===== config.mk =====
export PLATFORM = sky130hd
export DESIGN_NAME = mux4_rr_select
export DESIGN_NICKNAME = d
export VERILOG_FILES = /design/src/rtl/mux4_pkg.sv /design/src/rtl/rr_pick4.sv /design/src/rtl/mux4_rr_select.sv
export SDC_FILE = /design/constraint.sdc
export NUM_CORES = 1
export LEC_CHECK = 0
export BUFFER_PORTS_ARGS = -buffer_cell sky130_fd_sc_hd__buf_2
export CAP_MARGIN = 20
export CORE_AREA = 2 2 47 49
export CTS_CLUSTER_DIAMETER = 60
export DETAILED_ROUTE_END_ITERATION = 10
export DIE_AREA = 0 0 49 51
export PLACE_DENSITY = 0.8
export SLEW_MARGIN = 10
export SYNTH_ARGS = -nofsm -noshare
export SYNTH_HDL_FRONTEND = slang
export SYNTH_SLANG_ARGS = --single-unit
export TNS_END_PERCENT = 20

===== constraint.sdc =====
create_clock -name clk -period 2.25 [get_ports clk]
set_input_delay 0.45 -clock clk [delete_from_list [all_inputs] [get_ports clk]]
set_output_delay 0.45 -clock clk [all_outputs]
set_load 0.03 [all_outputs]

===== src/rtl/mux4_pkg.sv =====
// Shared definitions for the mux4 round-robin select slice: state encodings,
// channel geometry and the stats counter width.
package mux4_pkg;

    localparam logic IDLE  = 1'b0;
    localparam logic GRANT = 1'b1;

    localparam int unsigned NUM_CH = 4;
    localparam int unsigned SEL_W  = 2;
    localparam int unsigned STAT_W = 16;

    function automatic logic [NUM_CH-1:0] sel_to_onehot(input logic [SEL_W-1:0] sel);
        logic [NUM_CH-1:0] oh;
        oh      = '0;
        oh[sel] = 1'b1;
        return oh;
    endfunction

endpackage


===== src/rtl/rr_pick4.sv =====
// Combinational rotating priority pick: first set bit of req scanning from ptr upward,
// wrapping 3 -> 0.
module rr_pick4
    import mux4_pkg::*;
(
    input  logic [NUM_CH-1:0] req,
    input  logic [SEL_W-1:0]  ptr,
    output logic [SEL_W-1:0]  idx,
    output logic              any
);

    logic             found;
    logic [SEL_W-1:0] cand;

    always_comb begin
        idx   = ptr;
        found = 1'b0;
        cand  = ptr;
        for (int k = 0; k < int'(NUM_CH); k++) begin
            cand = ptr + SEL_W'(k);
            if (!found && req[cand]) begin
                idx   = cand;
                found = 1'b1;
            end
        end
        any = |req;
    end

endmodule


===== src/rtl/mux4_rr_select.sv =====
// Round-robin arbiter driving the select of a 4:1 mux, with bounded bursts per grant.
// Optional per-channel grant counters are enabled with MUX4_RR_STATS_EN.
module mux4_rr_select
    import mux4_pkg::*;
#(
    parameter int unsigned MAX_HOLD = 4,
    parameter int unsigned HOLD_W   = 8
) (
    input  logic                     clk,
    input  logic                     rst_n,
    input  logic [NUM_CH-1:0]        req,
    input  logic                     ready,
`ifdef MUX4_RR_STATS_EN
    input  logic                     stats_clr,
    output logic [NUM_CH*STAT_W-1:0] grant_cnt,
`endif
    output logic [SEL_W-1:0]         s,
    output logic [NUM_CH-1:0]        grant,
    output logic                     valid
);

    localparam logic [HOLD_W-1:0] HoldLast = HOLD_W'(MAX_HOLD - 1);

    logic              state_q, state_d;
    logic [SEL_W-1:0]  ptr_q, ptr_d;
    logic [HOLD_W-1:0] hold_q, hold_d;
    logic [SEL_W-1:0]  s_q, s_d;
    logic [NUM_CH-1:0] grant_q, grant_d;
    logic              valid_q, valid_d;

    logic [NUM_CH-1:0] pick_req;
    logic [SEL_W-1:0]  pick_ptr;
    logic [SEL_W-1:0]  pick_idx;
    logic              pick_any;
    logic              release_now;

    // One picker serves both decisions; in GRANT the current channel is masked out.
    always_comb begin
        if (state_q == GRANT) begin
            pick_req = req & ~grant_q;
            pick_ptr = s_q + SEL_W'(1);
        end else begin
            pick_req = req;
            pick_ptr = ptr_q;
        end
    end

    rr_pick4 u_pick (
        .req (pick_req),
        .ptr (pick_ptr),
        .idx (pick_idx),
        .any (pick_any)
    );

    assign release_now = (state_q == GRANT) && (!req[s_q] || (ready && (hold_q == HoldLast)));

    always_comb begin
        state_d = state_q;
        ptr_d   = ptr_q;
        hold_d  = hold_q;
        s_d     = s_q;
        grant_d = grant_q;
        valid_d = valid_q;
        case (state_q)
            IDLE: begin
                grant_d = '0;
                valid_d = 1'b0;
                if (pick_any) begin
                    s_d     = pick_idx;
                    grant_d = sel_to_onehot(pick_idx);
                    valid_d = 1'b1;
                    hold_d  = '0;
                    state_d = GRANT;
                end
            end
            default: begin
                if (release_now) begin
                    ptr_d  = s_q + SEL_W'(1);
                    hold_d = '0;
                    if (pick_any) begin
                        s_d     = pick_idx;
                        grant_d = sel_to_onehot(pick_idx);
                    end else if (!req[s_q]) begin
                        grant_d = '0;
                        valid_d = 1'b0;
                        state_d = IDLE;
                    end
                end else if (ready) begin
                    hold_d = hold_q + HOLD_W'(1);
                end
            end
        endcase
    end

    always_ff @(posedge clk) begin
        if (!rst_n) begin
            state_q <= IDLE;
            ptr_q   <= '0;
            hold_q  <= '0;
            s_q     <= '0;
            grant_q <= '0;
            valid_q <= 1'b0;
        end else begin
            state_q <= state_d;
            ptr_q   <= ptr_d;
            hold_q  <= hold_d;
            s_q     <= s_d;
            grant_q <= grant_d;
            valid_q <= valid_d;
        end
    end

    assign s     = s_q;
    assign grant = grant_q;
    assign valid = valid_q;

`ifdef MUX4_RR_STATS_EN
    logic              issue;
    logic [STAT_W-1:0] cnt_q [NUM_CH];

    // A grant is issued whenever the next state holds a grant decided this edge.
    assign issue = valid_d && ((state_q == IDLE) || release_now);

    always_ff @(posedge clk) begin
        if (!rst_n || stats_clr) begin
            for (int i = 0; i < int'(NUM_CH); i++) begin
                cnt_q[i] <= '0;
            end
        end else if (issue) begin
            cnt_q[s_d] <= cnt_q[s_d] + STAT_W'(1);
        end
    end

    for (genvar g = 0; g < int'(NUM_CH); g++) begin : g_cnt
        assign grant_cnt[STAT_W*g +: STAT_W] = cnt_q[g];
    end
`endif

endmodule


Yosys cells after proc, flatten, opt, wreduce, memory -nomap -nowiden:

Index checks and enable logic that the tools add are counted.

* input port bits: 7
* output and inout bits: 7
* flip-flop bits (word level): 18
* logic and storage cells: 84

* add/sub/neg operators: 5
* reductions and logical operators: 17
* equality and inequality tests: 6
* magnitude comparators: 7
* mux-type cells: 41
* bitwise operators: 2

Operators with widths (number)
* 8-bit 2-to-1 mux: 4
* 4-bit 2-to-1 mux: 6
* 2-bit by 3-bit less-than comparator with 1-bit output (second input constant): 6
* 1-bit 2-to-1 mux: 18
* 2-bit 2-to-1 mux: 7
* 1-bit binary-select mux with 2-bit select: 5
* 8-bit by 1-bit adder with 8-bit output (second input constant): 1
* 8-bit by 2-bit equality test with 1-bit output (second input constant): 1
* 1-bit logical AND: 6
* 2-bit AND reduction: 3
* 2-bit by 1-bit adder with 2-bit output (second input constant): 2
* 2-bit adder (second input constant): 2
* 4-bit AND: 1
* 1-bit zero test: 4
* 2-bit != test (second input constant): 2
* 4-bit NOT: 1
* 4-bit OR reduction: 1
* 3-bit by 2-bit != test with 1-bit output (second input constant): 1
* 3-bit != test (second input constant): 1
* 3-bit AND reduction: 1
* 1-bit demux with 2-bit select: 1
* 2-bit by 1-bit >= comparator with 1-bit output (second input constant): 1
* 2-bit by 1-bit != test with 1-bit output (second input constant): 1
* 2-bit nonzero test: 1
* 1-bit logical OR: 1

Longest topological paths before layout:

* depth in word-level cells: 22
* depth in mapped cells: 7
* mapped depth without buffers: 6

Cells and area by module:

From an unflattened synthesis, not the netlist that was laid out.

* cells, all modules: 139
* area, all modules: 1123.6 µm²

By module, submodules not included
* mux4_rr_select: cells an instance 123, sequential area each 360.3 µm², times used 1, area each 1027.2 µm²
* rr_pick4: cells an instance 16, sequential area each 0.0 µm², times used 1, area each 96.3 µm²

Least setup slack after synthesis:

OpenSTA, ideal clock, no wires.

* path kind: flip-flop to flip-flop
* start point: register s_q[0] (netlist: s[0])
* end point: register grant_q[3] (netlist: grant[3])
* data required time: 2133 ps
* arrival: 1932 ps
* clock period less this slack: 2049 ps
* setup time: 117 ps
* slack: 201 ps
* buffers on the path: 1
* stages on the path, launching flop included: 7
* cells stage by stage: dfxtp_1 > buf_2 > nor3b_4 > a2111oi_4 > nor2b_1 > or4_4 > a32o_1

* longest elaborated chain between the ends: 21
* elaborated cells between the ends (all ways): 42
* classes of those cells: add/sub (4); order compare (2); eq/ne (2); mux (23); reduce/logical (11)

Ends and longest elaborated chain
* from (decl): line mux4_rr_select.sv:27 `logic [SEL_W-1:0] s_q, s_d;`
* from (signal assigned): line mux4_rr_select.sv:100 `s_q <= '0;`
* from (signal assigned): line mux4_rr_select.sv:107 `s_q <= s_d;`
* parallel branches: the longest is 21 deep, another holds 2-bit by 1-bit adder with 2-bit output
* to (signal assigned): line mux4_rr_select.sv:108 `grant_q <= grant_d;`
* to (decl): line mux4_rr_select.sv:28 `logic [NUM_CH-1:0] grant_q, grant_d;`

Several ways; the timed one is not identified. The select of a mux whose other input is x is not followed.
A chain may end at the register's enable or synchronous reset.

Final worst setup path:

Ends and elaborated chain as after synthesis.

==> run summary <==
The number of hold-slack violations in the final timing report came out at 0. In this run, the combinational gates consume 33.5% of the power. The path with the worst hold slack has its endpoint at s[1]. By area, the combinational part of the netlist is dominated by simple AND/OR/NAND/NOR gates. The root buffer cell is sky130_fd_sc_hd__clkbuf_4. In this run the post-CTS setup repair buffer count came out at 0. The routed wire length came out at 2150 um. The per-cell routed wire length came out at 13.2 um.

The xor-xnor portion of the synthesized cell area is 6.60%. The area fraction in compound gates after synthesis is 20.6%. The met3 global-route usage came out at 3.51%. The number of buffers between clock root and the deepest sink came out at 2. In this run the register-to-register setup slack is 240 ps.

In this run the worst path has a maximum fanout of 6. The startpoint identified for the worst register-to-register timing path is s[0]. The critical path in this run is classified as flop to flop. The least setup slack across all paths after layout came out at 239 ps. Yosys attributes the largest share of cell area to sky130_fd_sc_hd__dfxtp_1, sky130_fd_sc_hd__xor2_1, sky130_fd_sc_hd__nand2_1. STA classifies the critical path startpoint as a flop. The worst hold path was traced through 3 stages.

The flow ran to the end, and the final reports show no timing, DRC or antenna violations. The met1 capacity usage during global routing is 23.3%. The worst setup path is captured at a flop.

The internal power of the cells totals 0.000578 W. The count of fill cells added during filler insertion came out at 190. In this run the critical register-to-register path is captured at grant[3]. Row generation in the floorplan step produced 17 rows. The unique cell type count in the Yosys netlist is 44. The commonest cells after synthesis are sky130_fd_sc_hd__dfxtp_1, sky130_fd_sc_hd__nand2_1, sky130_fd_sc_hd__nor2_1. The analysis attributes to net switching a power of 0.000315 W.

The die outline area came out at 0.00250 sq mm. The total global routing track utilization is 19.1%. Of all flip-flops after synthesis, the portion carrying an async set or reset was 0%. At the pin with the least slew margin, the transition time is 519 ps. The most area-hungry cell type in the Yosys netlist is sky130_fd_sc_hd__dfxtp_1. The worst slew margin relative to its limit is 65.1%. The vias after detailed routing came out at 934.

The insertion delay of the later-clocked pin in the worst-skew pair is 290 ps. The number of flops mapped to enable cells by yosys came out at 0. The number of sinks handled by clock tree synthesis is 18.

The beginning of the worst hold path is rst_n. The initial core utilization came out at 51.5%. The floorplan die width is 49 um. The number of nets still failing antenna checks after routing came out at 0. The routability congestion estimate from global placement came out at 0.882.

In this run the tool buffered the top-level ports with 13 buffer cells. The die is 51 um tall. The max-slew violation total from the final report came out at 0. The final worst-path cycle share is 89.4%. The arrival time at the worst endpoint came out at 2200 ps. The fraction of the mapped netlist area in adder cells came out at 1.18%. The global-route congestion overflow total is 0. For this design, the CTS-stage hold fixing added 0 buffers. The most common cell in the synthesized netlist is sky130_fd_sc_hd__dfxtp_1. Compared with the post-synthesis result, the final layout area differs by 13.1%. The first global-routing pass estimated 3650 um of wire. The first TritonRoute pass finished after 6 iterations. At the worst endpoint, the required time is 2440 ps.

The number of violations of the max-capacitance limit came out at 0. The initial antenna violation count is 0. The count of nets after finishing is 144. The peak supply drop is 0.561 mV.

After synthesis the cells add up to 0.00106 sq mm. In this run the count of I/O pins placed on the die edge is 14. Dividing the detail-routed via count by the number of cells gives 5.73. Setup violations remaining at the end of the flow were counted as 0. The core area is 0.00206 sq mm. In this run the power density over the cells is 744 mW/mm^2. The count of synthesis-stage warnings from yosys is 0. The count of H-tree levels built during CTS came out at 1. In the routed design, unresolved DRC markers number 0.

In this run the most used layer during global routing was met2. Once detailed placement completed, the half-perimeter wirelength came to 1620 um. The number of global-route vias before repair came out at 850. The synthesized area divided by synthesized cell count came out at 9.00 sq um. The TritonCTS clock tree is yes.

The highest clock rate is 0.497 GHz. The worst path in the final design needs a cycle of 2010 ps, including I/O delays and setup. The clock-pin transition on the worst setup and hold timing paths is 90 ps. The count of state elements after synthesis is 18. Counting cells, the worst reg-to-reg path comes to 6. Sequential cells account for 44.9% of the total power. The post-place setup slack is 135 ps. The share of total power dissipated in the clock network is 21.6%. The post-route clock skew is 1.03 ps. In this run switching power makes up 35.3% of total power. When the netlist entered floorplanning its net count stood at 126. The worst hold path belongs to the class input pin to flop. The count of mapped cells out of synthesis is 118. The setup TNS is 0 ps. The number of antenna diodes in the final layout is 0. Summing internal, switching and leakage power gives 0.000893 W. The CTS buffer count came out at 3. Setup repair after global routing left no endpoint under its margin.

The pin count of the biggest net entering global routing came out at 19. The reported leakage power is 0.516 nW. The fraction of layout instances using a drive strength above 1 came out at 22.2%. The prevailing post-synth register cell is sky130_fd_sc_hd__dfxtp_1. The proportion of synthesized chip area in sequential cells is 33.9%. The starting DRC count in detailed routing came out at 16. The mux cell area share after synthesis came out at 5.89%.

The global-route track usage on met2 came out at 32.9%. Of the post-synthesis cell area, the dominant cell type holds 33.9%. The simple-gate share of the synthesized area came out at 27.7%.
-- cell usage in the layout (no fill, tap or decap), types with 2 or more instances in the layout --
cell type / count
sky130_fd_sc_hd__dfxtp_1: 17
sky130_fd_sc_hd__buf_2: 13
sky130_fd_sc_hd__nand2_1: 12
sky130_fd_sc_hd__nor2_1: 12
sky130_fd_sc_hd__xor2_1: 7
sky130_fd_sc_hd__inv_1: 6
sky130_fd_sc_hd__nor2b_1: 4
sky130_fd_sc_hd__mux2i_1: 4
sky130_fd_sc_hd__a21oi_1: 4
sky130_fd_sc_hd__nand2b_1: 4
sky130_fd_sc_hd__nand3_1: 3
sky130_fd_sc_hd__and2_1: 3
sky130_fd_sc_hd__o21ai_0: 3
sky130_fd_sc_hd__clkbuf_4: 3
sky130_fd_sc_hd__buf_4: 3
sky130_fd_sc_hd__nor4_1: 2
sky130_fd_sc_hd__and3_1: 2
sky130_fd_sc_hd__nand4_1: 2
sky130_fd_sc_hd__a21boi_0: 2
sky130_fd_sc_hd__a32o_1: 2
-- area by class of cell --
| class | count | area, sq um | share of cell area, % |
|---|---|---|---|
| Clock buffer | 4 | 36.3 | 3.02 |
| Inverter | 6 | 22.5 | 1.88 |
| Multi-Input combinational cell | 91 | 658 | 54.8 |
| Sequential cell | 18 | 362 | 30.1 |
| Tap cell | 28 | 35.0 | 2.92 |
| Timing Repair Buffer | 16 | 87.6 | 7.29 |
-- state kept, by name (all words and copies together), names as in the netlist --
name / count
ptr_q: 2
grant: 4
hold_q: 8
s: 2
valid: 1
state_q: 1
-- through the flow --
step	util (%)	cell area [sq um]	instances	hold slack, ps
after floorplan	-	1060	118	474
after global placement	56.4	1160	159	457
after detailed placement	56.4	1160	159	474
after CTS	58.2	1200	163	426
after global routing	58.2	1200	163	450
final	58.2	1200	163	433
-- kinds of logic after synthesis --
group	Yosys count
AOI/OAI and AO/OA	25
DFF	18
buffers and inverters	9
muxes	5
and+or+nand+nor	52
xor gates and xnor gates	8
adders and majority gates	1
-- worst max path at each step --
| stage | end | from |
|---|---|---|
| after CTS | grant[3] | state_q |
| after global placement | grant[3] | state_q |
| after global routing | grant[2] | s[0] |
| final | grant[3] | s[0] |
| after detailed placement | grant[3] | state_q |
| after floorplan | grant[3] | s[0] |
-- power groups by stage --
stage          sequential (W)  combinational, W  clock (W)
2_1_floorplan        0.000431          0.000201          0
3_3_place_gp         0.000406          0.000294          0
3_5_place_dp         0.000408          0.000297          0
4_1_cts              0.000401          0.000299   0.000201
5_1_grt              0.000407          0.000325   0.000208
6_report             0.000401          0.000299   0.000193
-- critical path: stages, from the launching register on --
cell	delay, ps
sky130_fd_sc_hd__dfxtp_1	480
sky130_fd_sc_hd__buf_4	190
sky130_fd_sc_hd__nor3b_4	50
sky130_fd_sc_hd__a2111oi_4	320
sky130_fd_sc_hd__nor2b_1	110
sky130_fd_sc_hd__or4_4	550
sky130_fd_sc_hd__a32o_1	230
-- timing repair --
item,4_1_cts,5_1_grt
setup endpoints to repair,0,5
endpoints found under the hold margin,0,0
resized for setup,0,1
-- layer usage --
metal	part of all wire (%)	wire, um
met1	47	1020
met2	50	1060
met3	2.8	60
met4	0.37	8
met5	0	0
Power figures use the tool's default switching activity.
